**config.mk**
```make
export PLATFORM = sky130hd
export DESIGN_NAME = qft_state_loader
export DESIGN_NICKNAME = d
export VERILOG_FILES = /design/src/rtl/qft_state_loader.sv
export SDC_FILE = /design/constraint.sdc
export NUM_CORES = 1
export LEC_CHECK = 0
export ABC_AREA = 1
export ABC_CLOCK_PERIOD_IN_PS = 3400
export CAP_MARGIN = 20
export CORE_MARGIN = 2
export CORE_UTILIZATION = 40
export DETAILED_ROUTE_END_ITERATION = 7
export DONT_BUFFER_PORTS = 1
export GPL_TIMING_DRIVEN = 0
export HOLD_SLACK_MARGIN = 0.12
export MAX_ROUTING_LAYER = met4
export PLACE_DENSITY = 0.63
export SLEW_MARGIN = 20
export SYNTH_ARGS = -nofsm -noshare
export SYNTH_HDL_FRONTEND = slang
export SYNTH_SLANG_ARGS = --single-unit
```
**constraint.sdc**
```tcl
create_clock -name clk -period 3.4 [get_ports clk]
set_input_delay 0.85 -clock clk [delete_from_list [all_inputs] [get_ports clk]]
set_output_delay 0.85 -clock clk [all_outputs]
set_load 0.01 [all_outputs]
```
**src/rtl/qft_state_loader.sv**
```systemverilog
// Serial-to-parallel loader for the 3-qubit QFT datapath: gathers 8 complex
// amplitudes from a valid/ready stream and presents them as one frame.
module qft_state_loader #(
    parameter int DATA_W      = 16,
    parameter bit BIT_REVERSE = 1'b0
) (
    input  logic                     clk,
    input  logic                     rst,
    input  logic                     s_valid,
    output logic                     s_ready,
    input  logic signed [DATA_W-1:0] s_data_r,
    input  logic signed [DATA_W-1:0] s_data_i,
    input  logic                     s_last,
    output logic                     frame_valid,
    input  logic                     frame_ready,
    output logic signed [DATA_W-1:0] out_000_r,
    output logic signed [DATA_W-1:0] out_000_i,
    output logic signed [DATA_W-1:0] out_001_r,
    output logic signed [DATA_W-1:0] out_001_i,
    output logic signed [DATA_W-1:0] out_010_r,
    output logic signed [DATA_W-1:0] out_010_i,
    output logic signed [DATA_W-1:0] out_011_r,
    output logic signed [DATA_W-1:0] out_011_i,
    output logic signed [DATA_W-1:0] out_100_r,
    output logic signed [DATA_W-1:0] out_100_i,
    output logic signed [DATA_W-1:0] out_101_r,
    output logic signed [DATA_W-1:0] out_101_i,
    output logic signed [DATA_W-1:0] out_110_r,
    output logic signed [DATA_W-1:0] out_110_i,
    output logic signed [DATA_W-1:0] out_111_r,
    output logic signed [DATA_W-1:0] out_111_i,
    output logic                     err,
    input  logic                     err_clr,
    output logic [7:0]               frames_done
);

    typedef enum logic {FILL, HOLD} state_t;

    state_t                  state_q, state_d;
    logic [2:0]              idx_q, idx_d;
    logic [2:0]              wr_slot;
    logic                    s_ready_q, s_ready_d;
    logic                    frame_valid_q, frame_valid_d;
    logic                    err_q, err_d;
    logic [7:0]              frames_done_q, frames_done_d;
    logic [7:0][DATA_W-1:0]  slot_r_q, slot_r_d;
    logic [7:0][DATA_W-1:0]  slot_i_q, slot_i_d;
    logic                    accept;

    // s_ready_q is only ever high in FILL, so it alone qualifies acceptance.
    assign accept  = s_valid && s_ready_q;
    assign wr_slot = BIT_REVERSE ? {idx_q[0], idx_q[1], idx_q[2]} : idx_q;

    always_comb begin
        state_d       = state_q;
        idx_d         = idx_q;
        err_d         = err_q;
        frames_done_d = frames_done_q;
        slot_r_d      = slot_r_q;
        slot_i_d      = slot_i_q;
        if (err_clr) err_d = 1'b0;
        case (state_q)
            FILL: begin
                if (accept) begin
                    slot_r_d[wr_slot] = s_data_r;
                    slot_i_d[wr_slot] = s_data_i;
                    if (s_last && idx_q == 3'd7) begin
                        idx_d   = 3'd0;
                        state_d = HOLD;
                    end else if (s_last || idx_q == 3'd7) begin
                        // Misframed beat: consume it, drop the partial frame, set wins over clear.
                        err_d = 1'b1;
                        idx_d = 3'd0;
                    end else begin
                        idx_d = idx_q + 3'd1;
                    end
                end
            end
            HOLD: begin
                if (frame_ready) begin
                    state_d       = FILL;
                    frames_done_d = frames_done_q + 8'd1;
                end
            end
            default: state_d = FILL;
        endcase
        s_ready_d     = (state_d == FILL);
        frame_valid_d = (state_d == HOLD);
    end

    always_ff @(posedge clk) begin
        if (rst) begin
            state_q       <= FILL;
            idx_q         <= 3'd0;
            s_ready_q     <= 1'b0;
            frame_valid_q <= 1'b0;
            err_q         <= 1'b0;
            frames_done_q <= 8'd0;
            slot_r_q      <= '0;
            slot_i_q      <= '0;
        end else begin
            state_q       <= state_d;
            idx_q         <= idx_d;
            s_ready_q     <= s_ready_d;
            frame_valid_q <= frame_valid_d;
            err_q         <= err_d;
            frames_done_q <= frames_done_d;
            slot_r_q      <= slot_r_d;
            slot_i_q      <= slot_i_d;
        end
    end

    assign s_ready     = s_ready_q;
    assign frame_valid = frame_valid_q;
    assign err         = err_q;
    assign frames_done = frames_done_q;

    assign out_000_r = slot_r_q[0];
    assign out_000_i = slot_i_q[0];
    assign out_001_r = slot_r_q[1];
    assign out_001_i = slot_i_q[1];
    assign out_010_r = slot_r_q[2];
    assign out_010_i = slot_i_q[2];
    assign out_011_r = slot_r_q[3];
    assign out_011_i = slot_i_q[3];
    assign out_100_r = slot_r_q[4];
    assign out_100_i = slot_i_q[4];
    assign out_101_r = slot_r_q[5];
    assign out_101_i = slot_i_q[5];
    assign out_110_r = slot_r_q[6];
    assign out_110_i = slot_i_q[6];
    assign out_111_r = slot_r_q[7];
    assign out_111_i = slot_i_q[7];

endmodule

```
==> report_table.html, run 1 <==
<table>
<tr><th>Metric</th><th>Value</th></tr>
<tr><th colspan="2">Status</th></tr>
<tr><td>Outcome</td><td>completed</td></tr>
<tr><th colspan="2">Yosys</th></tr>
<tr><td>Total of flip-flops plus latches after synthesis</td><td>270</td></tr>
<tr><td>Post-synthesis cell type count</td><td>20</td></tr>
<tr><td>Sequential element share of the synthesized area</td><td>52.54%</td></tr>
<tr><td>Synthesized netlist cell count</td><td>1,439</td></tr>
<tr><td>Syn Std Cell Area</td><td>0.01029 mm²</td></tr>
<tr><td>Yosys warning count</td><td>0</td></tr>
<tr><td>Post-Synthesis Net Count</td><td>1,480</td></tr>
<tr><td>Post-synthesis area per instance</td><td>7.150 µm²</td></tr>
<tr><th colspan="2">STA</th></tr>
<tr><td>Max-slew violation total from the final report</td><td>0</td></tr>
<tr><td>Rel. slew slack</td><td>44.06%</td></tr>
<tr><td>Final number of setup-violating endpoints</td><td>0</td></tr>
<tr><td>Unrepaired setup endpoints after global routing</td><td>no</td></tr>
<tr><td>Sum of negative setup slack</td><td>0 ns</td></tr>
<tr><td>Fin crit period</td><td>1.883 ns</td></tr>
<tr><td>Measured slew at the worst slew-check pin</td><td>0.8390 ns</td></tr>
<tr><td>Worst Clk Skew</td><td>0.008108 ns</td></tr>
<tr><td>Count of final hold-check violations</td><td>0</td></tr>
<tr><td>Timing-limited maximum frequency</td><td>531.1 MHz</td></tr>
<tr><td>Final worst-path cycle share</td><td>55.38%</td></tr>
<tr><th colspan="2">Detailed routing</th></tr>
<tr><td>Vias per std cell</td><td>4.776</td></tr>
<tr><td>Detail-routed net length per standard cell</td><td>17.69 µm</td></tr>
<tr><td>Via count</td><td>8,698</td></tr>
<tr><td>Drt total wl</td><td>32,210 µm</td></tr>
<tr><td>Detailed router's first-iteration violation count</td><td>470</td></tr>
<tr><td>First-pass DRT Iterations</td><td>5</td></tr>
<tr><td># DRC</td><td>0</td></tr>
<tr><td>Antenna Nets Post-Route</td><td>0</td></tr>
<tr><th colspan="2">GRT</th></tr>
<tr><td>Wire length of the first global-routing pass</td><td>47,710 µm</td></tr>
<tr><td>Largest net degree at the start of global routing</td><td>14</td></tr>
<tr><td>Vias in the first global route</td><td>8,036</td></tr>
<tr><td>Total routing resource utilization after global routing</td><td>23.93%</td></tr>
<tr><td>GR Overflow Total</td><td>0</td></tr>
<tr><td>Antenna violations before repair</td><td>0</td></tr>
<tr><th colspan="2">Critical path</th></tr>
<tr><td>Required time of the worst setup path</td><td>2.55 ns</td></tr>
<tr><td>Kind of end point of the critical path</td><td>output pin</td></tr>
<tr><td>Crit. path cell count</td><td>0</td></tr>
<tr><td>Crit path max fanout</td><td>6</td></tr>
<tr><td>Nature of the critical path startpoint</td><td>flip-flop</td></tr>
<tr><td>Setup CP Type</td><td>flip-flop to output pin</td></tr>
<tr><td>Worst endpoint data arrival time</td><td>1.03 ns</td></tr>
<tr><td>Reg2reg path depth</td><td>7</td></tr>
<tr><th colspan="2">Clock tree</th></tr>
<tr><td>CTS hold repair buffers</td><td>0</td></tr>
<tr><td>Number of buffers created by CTS</td><td>29</td></tr>
<tr><td>CTS tree</td><td>built</td></tr>
<tr><td>Clock insertion delay at the later pin of the skew report</td><td>0.54 ns</td></tr>
<tr><td>Clk sinks</td><td>270</td></tr>
<tr><td>H-tree depth</td><td>1</td></tr>
<tr><td>Count of cells resized by post-cts repair</td><td>0</td></tr>
<tr><td>CTS Root Cell</td><td>clkbuf_16</td></tr>
<tr><td>Maximum number of buffers from clock root to sink</td><td>3</td></tr>
<tr><td>Post CTS Setup Buffer Count</td><td>0</td></tr>
<tr><td>Clock transition at the register clock pins on the worst setup and hold paths after CTS</td><td>0.06 ns</td></tr>
<tr><th colspan="2">Place</th></tr>
<tr><td>Routability cong.</td><td>0.8461</td></tr>
<tr><td>Detail Placement HPWL</td><td>23,640 µm</td></tr>
<tr><td>Post-Place Cells</td><td>1,769</td></tr>
<tr><td>Port Buf Inserts</td><td>0</td></tr>
<tr><th colspan="2">Min path</th></tr>
<tr><td>Hold path cells</td><td>1</td></tr>
<tr><td>Hold Path Class</td><td>primary input to flip-flop</td></tr>
<tr><th colspan="2">Die</th></tr>
<tr><td>Standard-cell rows</td><td>58</td></tr>
<tr><td>Chip Height</td><td>164.4 µm</td></tr>
<tr><td>Area of the core region</td><td>0.02525 mm²</td></tr>
<tr><td>Boundary pin count</td><td>305</td></tr>
<tr><td>Initial Util</td><td>40.74%</td></tr>
<tr><td>Die outline area</td><td>0.02702 mm²</td></tr>
<tr><td>Die X</td><td>164.4 µm</td></tr>
<tr><th colspan="2">Pwr</th></tr>
<tr><td>Leakage Power</td><td>4.933 nW</td></tr>
<tr><td>Max VDD drop</td><td>0.3341 mV</td></tr>
<tr><td>Power per cell area</td><td>578.9 mW/mm²</td></tr>
<tr><th colspan="2">Finish</th></tr>
<tr><td>Number of nets in the layout</td><td>1,511</td></tr>
<tr><td>Most common cell after layout, fill and taps aside</td><td>nor2_1</td></tr>
<tr><td>Antenna fix cells</td><td>0</td></tr>
<tr><td>Most frequent cells in the layout</td><td>nor2_1 (529), nand2_1 (410), dfxtp_1 (270)</td></tr>
<tr><td>Synth-to-Final Area Change</td><td>13.40%</td></tr>
<tr><td>Count of non-filler cells in the finished layout</td><td>1,821</td></tr>
<tr><td>Layout filler cell count</td><td>2,577</td></tr>
<tr><td>Fraction of final layout cells with drive strength greater than 1</td><td>6.841%</td></tr>
<tr><th colspan="2">Job</th></tr>
<tr><td>Maximum capacitance violations</td><td>0</td></tr>
</table>
-- layout make-up --
type / instances / area (µm²) / area share (%)
clock inverters: 14 / 156.4 / 1.340
plain buffers: 77 / 523.0 / 4.483
inverters: 50 / 187.7 / 1.609
multi-input cells: 1042 / 4173 / 35.76
flip-flops and latches: 270 / 5405 / 46.33
well taps: 330 / 412.9 / 3.539
clock buffers: 38 / 809.5 / 6.938
-- state kept, by name (all words and copies together), names as in the netlist, 3 cells and up --
signal,count
idx_q,3
out_001_i,16
out_000_i,16
out_110_r,16
out_011_r,16
out_000_r,16
out_010_i,16
out_010_r,16
frames_done,8
out_101_i,16
out_100_r,16
out_111_i,16
out_100_i,16
out_001_r,16
out_101_r,16
out_011_i,16
out_111_r,16
out_110_i,16
-- cell families (layout without fill, tap and decap cells) --
kind of cell,Yosys count,after routing,synth area share (%)
buffers and inverters,127,179,6.908
flip-flops,270,270,52.54
AND/OR/NAND/NOR,961,961,36.37
AO/OA/AOI/OAI,78,78,3.819
adder cells (fa/ha/maj),3,3,0.3649
-- cell usage after synthesis, drive strengths merged --
master / number / area share (%)
nor2: 536 / 21
nand2: 410 / 15
dfxtp: 270 / 53
o21ai: 67 / 3.3
buf: 56 / 4.3
inv: 50 / 1.8
clkbuf: 21 / 0.77
nand3: 13 / 0.75
a21oi: 10 / 0.49
ha: 3 / 0.36
nand3b: 1 / 0.073
nand4: 1 / 0.061
o21a: 1 / 0.073
-- stage by stage --
step           util (%)  setup WS (ns)  cell area, µm²  total power, mW  hold WS, ns
2_1_floorplan         -          1.585           10290            3.531       0.4811
3_3_place_gp      42.38          1.106           10700            3.641       0.4983
3_5_place_dp      42.38          1.127           10700            3.644       0.5009
4_1_cts           46.20          1.494           11670            6.819       0.3446
5_1_grt           46.20          1.478           11670            6.995       0.3491
6_report          46.20          1.517           11670            6.754       0.3710
-- worst paths after layout --
kind | slack [ns] | startpoint | endpoint
worst min-delay path | 0.37 | rst | idx_q[2]$_SDFFE_PP0P_
worst max register to register | 1.65 | frame_valid$_SDFF_PP0_ | out_011_i[8]$_SDFFE_PP0P_
worst min register to register | 0.51 | err$_SDFF_PP0_ | err$_SDFF_PP0_
worst max-delay path | 1.52 | frame_valid$_SDFF_PP0_ | frame_valid
-- routing by layer --
metal	up-vias	share of wire [%]	GRT usage, %
met2	319	45	38.80
met4	0	2.8	6.482
li1	4416	-	-
met5	-	0	-
met1	3901	40	27.54
met3	62	12	9.618
-- where the power goes --
part	leakage (nW)	internal [mW]	switching [mW]
logic	2.28	0.0867	0.221
registers	2.18	3.20	0.0589
clock network	0.472	1.90	1.29
total	4.93	5.19	1.57
(Power assumes the default switching activity.)
==> inputs of run 2 (changes only) <==
--- a/config.mk
+++ b/config.mk
@@ -6,7 +6,7 @@
 export NUM_CORES = 1
 export LEC_CHECK = 0
 export ABC_AREA = 1
-export ABC_CLOCK_PERIOD_IN_PS = 3400
+export ABC_CLOCK_PERIOD_IN_PS = 1600
 export CAP_MARGIN = 20
 export CORE_MARGIN = 2
 export CORE_UTILIZATION = 40
@@ -15,7 +15,7 @@
 export GPL_TIMING_DRIVEN = 0
 export HOLD_SLACK_MARGIN = 0.12
 export MAX_ROUTING_LAYER = met4
-export PLACE_DENSITY = 0.63
+export PLACE_DENSITY = 0.65
 export SLEW_MARGIN = 20
 export SYNTH_ARGS = -nofsm -noshare
 export SYNTH_HDL_FRONTEND = slang
==> constraint.sdc (replaced) <==
create_clock -name clk -period 1.6 [get_ports clk]
set_input_delay 0.4 -clock clk [delete_from_list [all_inputs] [get_ports clk]]
set_output_delay 0.4 -clock clk [all_outputs]
set_load 0.01 [all_outputs]
==> run 2 against run 1 <==
Compared with the run above:
- sequential power grew 110%
- critical path depth grew 6
- die area is the same
- global-route usage grew 0.81 points
- hold slack lost 0.17 ns
- total power grew 110%
- worst setup slack lost 1.4 ns
- sequential share of layout area shrank 1.7 points
- clock power grew 97%
- highest routed layer unchanged
- count of clock-buffer cells in the layout grew 5
- cell area grew 3.8%
- via count grew 4.0%
==> report_table.html, run 2 (synthesis results as in run 1) <==
<table>
<tr><th>Metric</th><th>Value</th></tr>
<tr><th colspan="2">Finish</th></tr>
<tr><td>Most common cell after layout, fill and taps aside</td><td>nor2_1 (unchanged)</td></tr>
<tr><td>Final cell area excluding filler cells</td><td>0.01211 mm² (was 0.01167 mm²)</td></tr>
<tr><td>Sequential Area</td><td>0.005410 mm² (was 0.005405 mm²)</td></tr>
<tr><td>Final cell utilization of the core</td><td>47.96% (was 46.20%)</td></tr>
<tr><td>Antenna fix cells</td><td>0 (unchanged)</td></tr>
<tr><td>Fraction of final layout cells with drive strength greater than 1</td><td>7.477% (was 6.841%)</td></tr>
<tr><td>Count of non-filler cells in the finished layout</td><td>1,868 (was 1,821)</td></tr>
<tr><td>Layout filler cell count</td><td>2,537 (was 2,577)</td></tr>
<tr><td>Most frequent cells in the layout</td><td>nor2_1 (529), nand2_1 (408), dfxtp_1 (266) (was nor2_1 (529), nand2_1 (410), dfxtp_1 (270))</td></tr>
<tr><td>Number of nets in the layout</td><td>1,561 (was 1,511)</td></tr>
<tr><td>Total area of multi-input combinational cells</td><td>0.004183 mm² (was 0.004173 mm²)</td></tr>
<tr><td>Synth-to-Final Area Change</td><td>17.72% (was 13.40%)</td></tr>
<tr><th colspan="2">Detailed routing</th></tr>
<tr><td>Detailed router's first-iteration violation count</td><td>442 (was 470)</td></tr>
<tr><td># DRC</td><td>0 (unchanged)</td></tr>
<tr><td>Vias per std cell</td><td>4.845 (was 4.776)</td></tr>
<tr><td>Via count</td><td>9,050 (was 8,698)</td></tr>
<tr><td>Drt total wl</td><td>33,400 µm (was 32,210 µm)</td></tr>
<tr><td>First-pass DRT Iterations</td><td>5 (unchanged)</td></tr>
<tr><td>Antenna Nets Post-Route</td><td>0 (unchanged)</td></tr>
<tr><td>Detail-routed net length per standard cell</td><td>17.88 µm (was 17.69 µm)</td></tr>
<tr><th colspan="2">STA</th></tr>
<tr><td>Final worst-path cycle share</td><td>94.71%</td></tr>
<tr><td>Timing-limited maximum frequency</td><td>659.9 MHz</td></tr>
<tr><td>Unrepaired setup endpoints after global routing</td><td>no (unchanged)</td></tr>
<tr><td>Final number of setup-violating endpoints</td><td>0 (unchanged)</td></tr>
<tr><td>Max-slew violation total from the final report</td><td>0 (unchanged)</td></tr>
<tr><td>Worst Clk Skew</td><td>0.01098 ns (was 0.008108 ns)</td></tr>
<tr><td>Count of final hold-check violations</td><td>0 (unchanged)</td></tr>
<tr><td>Sum of negative setup slack</td><td>0 ns (unchanged)</td></tr>
<tr><td>Fin crit period</td><td>1.515 ns</td></tr>
<tr><td>Measured slew at the worst slew-check pin</td><td>0.7644 ns (was 0.8390 ns)</td></tr>
<tr><td>Rel. slew slack</td><td>49.04% (was 44.06%)</td></tr>
<tr><th colspan="2">Die</th></tr>
<tr><td>Initial Util</td><td>40.74% (unchanged)</td></tr>
<tr><td>Chip Height</td><td>164.4 µm (unchanged)</td></tr>
<tr><td>Standard-cell rows</td><td>58 (unchanged)</td></tr>
<tr><td>Boundary pin count</td><td>305 (unchanged)</td></tr>
<tr><td>Area of the core region</td><td>0.02525 mm² (unchanged)</td></tr>
<tr><td>Die X</td><td>164.4 µm (unchanged)</td></tr>
<tr><td>Die outline area</td><td>0.02702 mm² (unchanged)</td></tr>
<tr><th colspan="2">GRT</th></tr>
<tr><td>Wire length of the first global-routing pass</td><td>49,580 µm (was 47,710 µm)</td></tr>
<tr><td>GR Overflow Total</td><td>0 (unchanged)</td></tr>
<tr><td>Total routing resource utilization after global routing</td><td>24.74% (was 23.93%)</td></tr>
<tr><td>Vias in the first global route</td><td>8,771 (was 8,036)</td></tr>
<tr><td>Largest net degree at the start of global routing</td><td>14 (unchanged)</td></tr>
<tr><td>Antenna violations before repair</td><td>0 (unchanged)</td></tr>
<tr><th colspan="2">Pwr</th></tr>
<tr><td>Max VDD drop</td><td>0.9968 mV (was 0.3341 mV)</td></tr>
<tr><td>Power per cell area</td><td>1153 mW/mm² (was 578.9 mW/mm²)</td></tr>
<tr><td>Total power consumption of the routed design</td><td>13.97 mW (was 6.754 mW)</td></tr>
<tr><td>Leakage Power</td><td>5.139 nW (was 4.933 nW)</td></tr>
<tr><th colspan="2">Critical path</th></tr>
<tr><td>Cell family contributing the most delay on the critical path</td><td>flip-flops</td></tr>
<tr><td>Required time of the worst setup path</td><td>2.02 ns (was 2.55 ns)</td></tr>
<tr><td>Cell mode on critical path</td><td>nor2_1</td></tr>
<tr><td>Maximum cell stage delay along the critical path</td><td>0.45 ns</td></tr>
<tr><td>Timing startpoint of the critical path</td><td>idx_q[1]$_SDFFE_PP0P_ (was frame_valid$_SDFF_PP0_)</td></tr>
<tr><td>Critical-path cell with the highest stage delay</td><td>dfxtp_1</td></tr>
<tr><td>Ordered cell list for the critical path</td><td>nand2_1 -&gt; nor2_1 -&gt; nand2_2 -&gt; clkbuf_1 -&gt; o21ai_0 -&gt; nor2_1</td></tr>
<tr><td>Kind of end point of the critical path</td><td>flip-flop (was output pin)</td></tr>
<tr><td>Worst endpoint data arrival time</td><td>1.94 ns (was 1.03 ns)</td></tr>
<tr><td>Buffers &amp; Inverters on Critical Path</td><td>1</td></tr>
<tr><td>Nature of the critical path startpoint</td><td>flip-flop (unchanged)</td></tr>
<tr><td>Setup CP Type</td><td>flip-flop to flip-flop (was flip-flop to output pin)</td></tr>
<tr><td>Crit path max fanout</td><td>10 (was 6)</td></tr>
<tr><td>Worst reg2reg startpoint</td><td>idx_q[1]$_SDFFE_PP0P_ (was frame_valid$_SDFF_PP0_)</td></tr>
<tr><th colspan="2">Clock tree</th></tr>
<tr><td>Clk sinks</td><td>270 (unchanged)</td></tr>
<tr><td>H-tree depth</td><td>1 (unchanged)</td></tr>
<tr><td>Maximum number of buffers from clock root to sink</td><td>3 (unchanged)</td></tr>
<tr><td>Clock transition at the register clock pins on the worst setup and hold paths after CTS</td><td>0.06 ns (about the same)</td></tr>
<tr><td>CTS Root Cell</td><td>clkbuf_16 (unchanged)</td></tr>
<tr><td>Clock insertion delay at the later pin of the skew report</td><td>0.54 ns (about the same)</td></tr>
<tr><td>CTS tree</td><td>built (unchanged)</td></tr>
<tr><td>Number of buffers created by CTS</td><td>29 (unchanged)</td></tr>
<tr><th colspan="2">Place</th></tr>
<tr><td>Routability cong.</td><td>0.8351 (was 0.8461)</td></tr>
<tr><td>Detail Placement HPWL</td><td>23,870 µm (was 23,640 µm)</td></tr>
<tr><td>Port Buf Inserts</td><td>0 (unchanged)</td></tr>
<tr><td>Placed standard-cell area</td><td>0.01070 mm² (unchanged)</td></tr>
<tr><td>Post-Place Cells</td><td>1,769 (unchanged)</td></tr>
<tr><th colspan="2">Status</th></tr>
<tr><td>Outcome</td><td>completed (unchanged)</td></tr>
<tr><th colspan="2">Job</th></tr>
<tr><td>Maximum capacitance violations</td><td>0 (unchanged)</td></tr>
<tr><th colspan="2">Min path</th></tr>
<tr><td>Origin of the worst min-delay path</td><td>s_data_i[14] (was rst)</td></tr>
<tr><td>Hold Path Class</td><td>primary input to flip-flop (unchanged)</td></tr>
</table>
-- run 2: cell type report --
cell class	count	share of cell area, %
Multi-Input combinational cell	1042	34.54
Timing Repair Buffer	50	4.277
Clock buffer	43	6.674
Sequential cell	270	44.67
Buffer	77	4.380
Tap cell	330	3.409
Clock inverter	6	0.5062
Inverter	50	1.550
-- run 2: per-stage QoR --
step | worst slack [ns] | hold WS [ns]
final | 0.08457 | 0.1987
after global routing | 0.003747 | 0.2096
after CTS | 0.005278 | 0.1824
after detailed placement | -0.2583 | 0.4721
after global placement | -0.2123 | 0.4703
after floorplan | 0.1771 | 0.4691
-- run 2: worst min-delay path, cell delays in order --
cell and delay (ns):
inv_1 0.10, nand2_1 0.09, nand2_1 0.04, nor2_1 0.07
-- run 2: path summary, 6_finish.rpt --
| kind | to | slack, ns | depth (start not counted) |
|---|---|---|---|
| max | out_111_r[4]$_SDFFE_PP0P_ | 0.08 | 6 |
| min | out_010_i[14]$_SDFFE_PP0P_ | 0.20 | 4 |
| max reg2reg | out_111_r[4]$_SDFFE_PP0P_ | 0.08 | 6 |
| min reg2reg | err$_SDFF_PP0_ | 0.52 | 2 |
-- run 2: timing repair --
action                                  CTS  global route
buffers inserted                         13             0
endpoints found under the hold margin    72             0
resized for setup                         3            14
hold buffers                             37             0
pin swaps                                 5             1
endpoints found under the setup margin  205           182
-- run 2: where the power goes --
group	total [mW]	leakage (nW)	internal (mW)	switching, mW
Combinational	0.759	2.53	0.253	0.506
Clock	6.27	0.428	3.62	2.65
Sequential	6.94	2.18	6.81	0.125
Total	14.0	5.14	10.7	3.28
-- run 2: per-layer routing --
layer	track usage [%]	part of all wire, %
met3	9.166	11
met5	-	0
met2	42.05	47
met4	8.814	3.8
met1	26.52	39
==> inputs of run 3 (changes only) <==
--- a/config.mk
+++ b/config.mk
@@ -13,7 +13,7 @@
 export DETAILED_ROUTE_END_ITERATION = 7
 export DONT_BUFFER_PORTS = 1
 export GPL_TIMING_DRIVEN = 0
-export HOLD_SLACK_MARGIN = 0.12
+export HOLD_SLACK_MARGIN = 0.05
 export MAX_ROUTING_LAYER = met4
 export PLACE_DENSITY = 0.65
 export SLEW_MARGIN = 20
==> run 3 against run 2 <==
Compared with the run above:
- register-to-register slack hardly changed
- non-clock buffer count is 2 lower
- sequential power about the same
- hold slack lost 0.14 ns
- maximum frequency up 0.93%
- via count down 0.52%
- largest power group unchanged
- worst setup slack improved by 0.014 ns
==> report_table.html, run 3 (synthesis results as in run 1) <==
<table>
<tr><th>Metric</th><th>Value</th></tr>
<tr><th colspan="2">GRT</th></tr>
<tr><td>Largest net degree at the start of global routing</td><td>14 (unchanged)</td></tr>
<tr><td>Wire length of the first global-routing pass</td><td>49,510 µm (was 49,580 µm)</td></tr>
<tr><td>GR Overflow Total</td><td>0 (unchanged)</td></tr>
<tr><td>Antenna violations before repair</td><td>0 (unchanged)</td></tr>
<tr><td>Vias in the first global route</td><td>8,770 (was 8,771)</td></tr>
<tr><td>Total routing resource utilization after global routing</td><td>24.70% (was 24.74%)</td></tr>
<tr><th colspan="2">Status</th></tr>
<tr><td>Outcome</td><td>completed (unchanged)</td></tr>
<tr><th colspan="2">STA</th></tr>
<tr><td>Timing-limited maximum frequency</td><td>666.0 MHz (was 659.9 MHz)</td></tr>
<tr><td>Final number of setup-violating endpoints</td><td>0 (unchanged)</td></tr>
<tr><td>Rel. slew slack</td><td>48.39% (was 49.04%)</td></tr>
<tr><td>Measured slew at the worst slew-check pin</td><td>0.7741 ns (was 0.7644 ns)</td></tr>
<tr><td>Unrepaired setup endpoints after global routing</td><td>no (unchanged)</td></tr>
<tr><td>Max-slew violation total from the final report</td><td>0 (unchanged)</td></tr>
<tr><td>Final worst-path cycle share</td><td>93.84% (was 94.71%)</td></tr>
<tr><td>Hold_ws</td><td>0.06098 ns (was 0.1987 ns)</td></tr>
<tr><td>Fin crit period</td><td>1.501 ns (was 1.515 ns)</td></tr>
<tr><td>Count of final hold-check violations</td><td>0 (unchanged)</td></tr>
<tr><td>Worst Clk Skew</td><td>0.01223 ns (was 0.01098 ns)</td></tr>
<tr><th colspan="2">Finish</th></tr>
<tr><td>Antenna fix cells</td><td>0 (unchanged)</td></tr>
<tr><td>Most frequent cells in the layout</td><td>nor2_1 (529), nand2_1 (408), dfxtp_1 (266) (unchanged)</td></tr>
<tr><td>Final cell area excluding filler cells</td><td>0.01209 mm² (was 0.01211 mm²)</td></tr>
<tr><td>Most common cell after layout, fill and taps aside</td><td>nor2_1 (unchanged)</td></tr>
<tr><td>Synth-to-Final Area Change</td><td>17.52% (was 17.72%)</td></tr>
<tr><td>Fraction of final layout cells with drive strength greater than 1</td><td>7.487% (was 7.477%)</td></tr>
<tr><td>Total area of multi-input combinational cells</td><td>0.004183 mm² (unchanged)</td></tr>
<tr><td>Layout filler cell count</td><td>2,542 (was 2,537)</td></tr>
<tr><td>Sequential Area</td><td>0.005410 mm² (unchanged)</td></tr>
<tr><td>Number of nets in the layout</td><td>1,559 (was 1,561)</td></tr>
<tr><th colspan="2">Min path</th></tr>
<tr><td>Hold Path Class</td><td>primary input to flip-flop (unchanged)</td></tr>
<tr><th colspan="2">Detailed routing</th></tr>
<tr><td>Detail-routed net length per standard cell</td><td>17.89 µm (was 17.88 µm)</td></tr>
<tr><td>Detailed router's first-iteration violation count</td><td>457 (was 442)</td></tr>
<tr><td>Vias per std cell</td><td>4.825 (was 4.845)</td></tr>
<tr><td>Drt total wl</td><td>33,390 µm (was 33,400 µm)</td></tr>
<tr><td>Antenna Nets Post-Route</td><td>0 (unchanged)</td></tr>
<tr><td>First-pass DRT Iterations</td><td>5 (unchanged)</td></tr>
<tr><td>Via count</td><td>9,003 (was 9,050)</td></tr>
<tr><td># DRC</td><td>0 (unchanged)</td></tr>
<tr><th colspan="2">Place</th></tr>
<tr><td>Port Buf Inserts</td><td>0 (unchanged)</td></tr>
<tr><td>Detail Placement HPWL</td><td>23,870 µm (unchanged)</td></tr>
<tr><td>Routability cong.</td><td>0.8351 (unchanged)</td></tr>
<tr><td>Placed standard-cell area</td><td>0.01070 mm² (unchanged)</td></tr>
<tr><th colspan="2">Die</th></tr>
<tr><td>Boundary pin count</td><td>305 (unchanged)</td></tr>
<tr><td>Initial Util</td><td>40.74% (unchanged)</td></tr>
<tr><td>Chip Height</td><td>164.4 µm (unchanged)</td></tr>
<tr><td>Die outline area</td><td>0.02702 mm² (unchanged)</td></tr>
<tr><td>Standard-cell rows</td><td>58 (unchanged)</td></tr>
<tr><td>Die X</td><td>164.4 µm (unchanged)</td></tr>
<tr><td>Area of the core region</td><td>0.02525 mm² (unchanged)</td></tr>
<tr><th colspan="2">Clock tree</th></tr>
<tr><td>CTS Root Cell</td><td>clkbuf_16 (unchanged)</td></tr>
<tr><td>Clk sinks</td><td>270 (unchanged)</td></tr>
<tr><td>Clock insertion delay at the later pin of the skew report</td><td>0.54 ns (about the same)</td></tr>
<tr><td>H-tree depth</td><td>1 (unchanged)</td></tr>
<tr><td>Clock transition at the register clock pins on the worst setup and hold paths after CTS</td><td>0.06 ns (about the same)</td></tr>
<tr><td>Number of buffers created by CTS</td><td>29 (unchanged)</td></tr>
<tr><td>Maximum number of buffers from clock root to sink</td><td>3 (unchanged)</td></tr>
<tr><td>CTS tree</td><td>built (unchanged)</td></tr>
<tr><th colspan="2">Critical path</th></tr>
<tr><td>Crit path max fanout</td><td>10 (unchanged)</td></tr>
<tr><td>Nature of the critical path startpoint</td><td>flip-flop (unchanged)</td></tr>
<tr><td>Required time of the worst setup path</td><td>2.03 ns (was 2.02 ns)</td></tr>
<tr><td>Kind of end point of the critical path</td><td>flip-flop (unchanged)</td></tr>
<tr><td>Setup CP Type</td><td>flip-flop to flip-flop (unchanged)</td></tr>
<tr><td>Worst endpoint data arrival time</td><td>1.94 ns (about the same)</td></tr>
<tr><th colspan="2">Pwr</th></tr>
<tr><td>Power per cell area</td><td>1155 mW/mm² (was 1153 mW/mm²)</td></tr>
<tr><td>Max VDD drop</td><td>0.9990 mV (was 0.9968 mV)</td></tr>
<tr><td>Leakage Power</td><td>5.130 nW (was 5.139 nW)</td></tr>
<tr><th colspan="2">Job</th></tr>
<tr><td>Maximum capacitance violations</td><td>0 (unchanged)</td></tr>
</table>
-- run 3: cell count changes in the layout (fill, tap and decap cells not counted) --
| cell | previous run | this run |
|---|---|---|
| dlygate4sd3_1 | 37 | 35 |
-- run 3: per-layer routing --
metal  track usage (%)  share of wire, %
met1             26.48                39
met2             41.92                47
met3             9.166                10
met4             8.893               3.9
met5                 -                 0
-- run 3: power by group --
part / total [mW] / switching, mW / internal, mW
clock: 6.28 / 2.65 / 3.62
combinational: 0.752 / 0.502 / 0.250
sequential: 6.94 / 0.125 / 6.81
-- run 3: critical path, stage by stage, from the launching register on --
cell and delay, ns:
dfxtp_2 0.37, inv_2 0.09, nand3_4 0.09, buf_12 0.18
nor2_8 0.24, buf_4 0.23, nand2_1 0.06, nand2_1 0.07
nor2_1 0.05
-- run 3: final timing paths --
check                         start                          to  depth (start not counted)  slack, ns
max          frame_valid$_SDFF_PP0_  out_100_i[13]$_SDFFE_PP0P_                          8        0.1
min reg2reg          err$_SDFF_PP0_              err$_SDFF_PP0_                          2       0.52
min                     s_data_i[9]   out_111_i[9]$_SDFFE_PP0P_                          2       0.06
max reg2reg  frame_valid$_SDFF_PP0_  out_100_i[13]$_SDFFE_PP0P_                          8        0.1
-- run 3: final cells by class --
type | instances | area share, %
plain buffers | 77 | 4.387
multi-input cells | 1042 | 34.59
inverters | 50 | 1.552
well taps | 330 | 3.415
clock buffers | 43 | 6.685
flip-flops and latches | 270 | 44.74
repair buffers | 48 | 4.118
clock inverters | 6 | 0.5070
-- run 3: repair_timing --
action | 4_1_cts | 5_1_grt
pin swaps | 5 | 1
hold buffers | 35 | 0
resized for setup | 3 | 14
setup endpoints to repair | 205 | 176
endpoints found under the hold margin | 64 | 0
setup buffers | 13 | 0
-- run 3: through the flow --
stage / worst slack [ns] / setup TNS, ns / power [mW] / instances / utilization, %
2_1_floorplan: 0.1771 / 0 / 7.503 / 1439 / -
3_3_place_gp: -0.2123 / -22.01 / 7.734 / 1769 / 42.38
3_5_place_dp: -0.2583 / -26.59 / 7.743 / 1769 / 42.38
4_1_cts: 0.005278 / 0 / 14.06 / 1866 / 47.83
5_1_grt: 0.003747 / 0 / 14.43 / 1866 / 47.88
6_report: 0.09856 / 0 / 13.96 / 1866 / 47.88
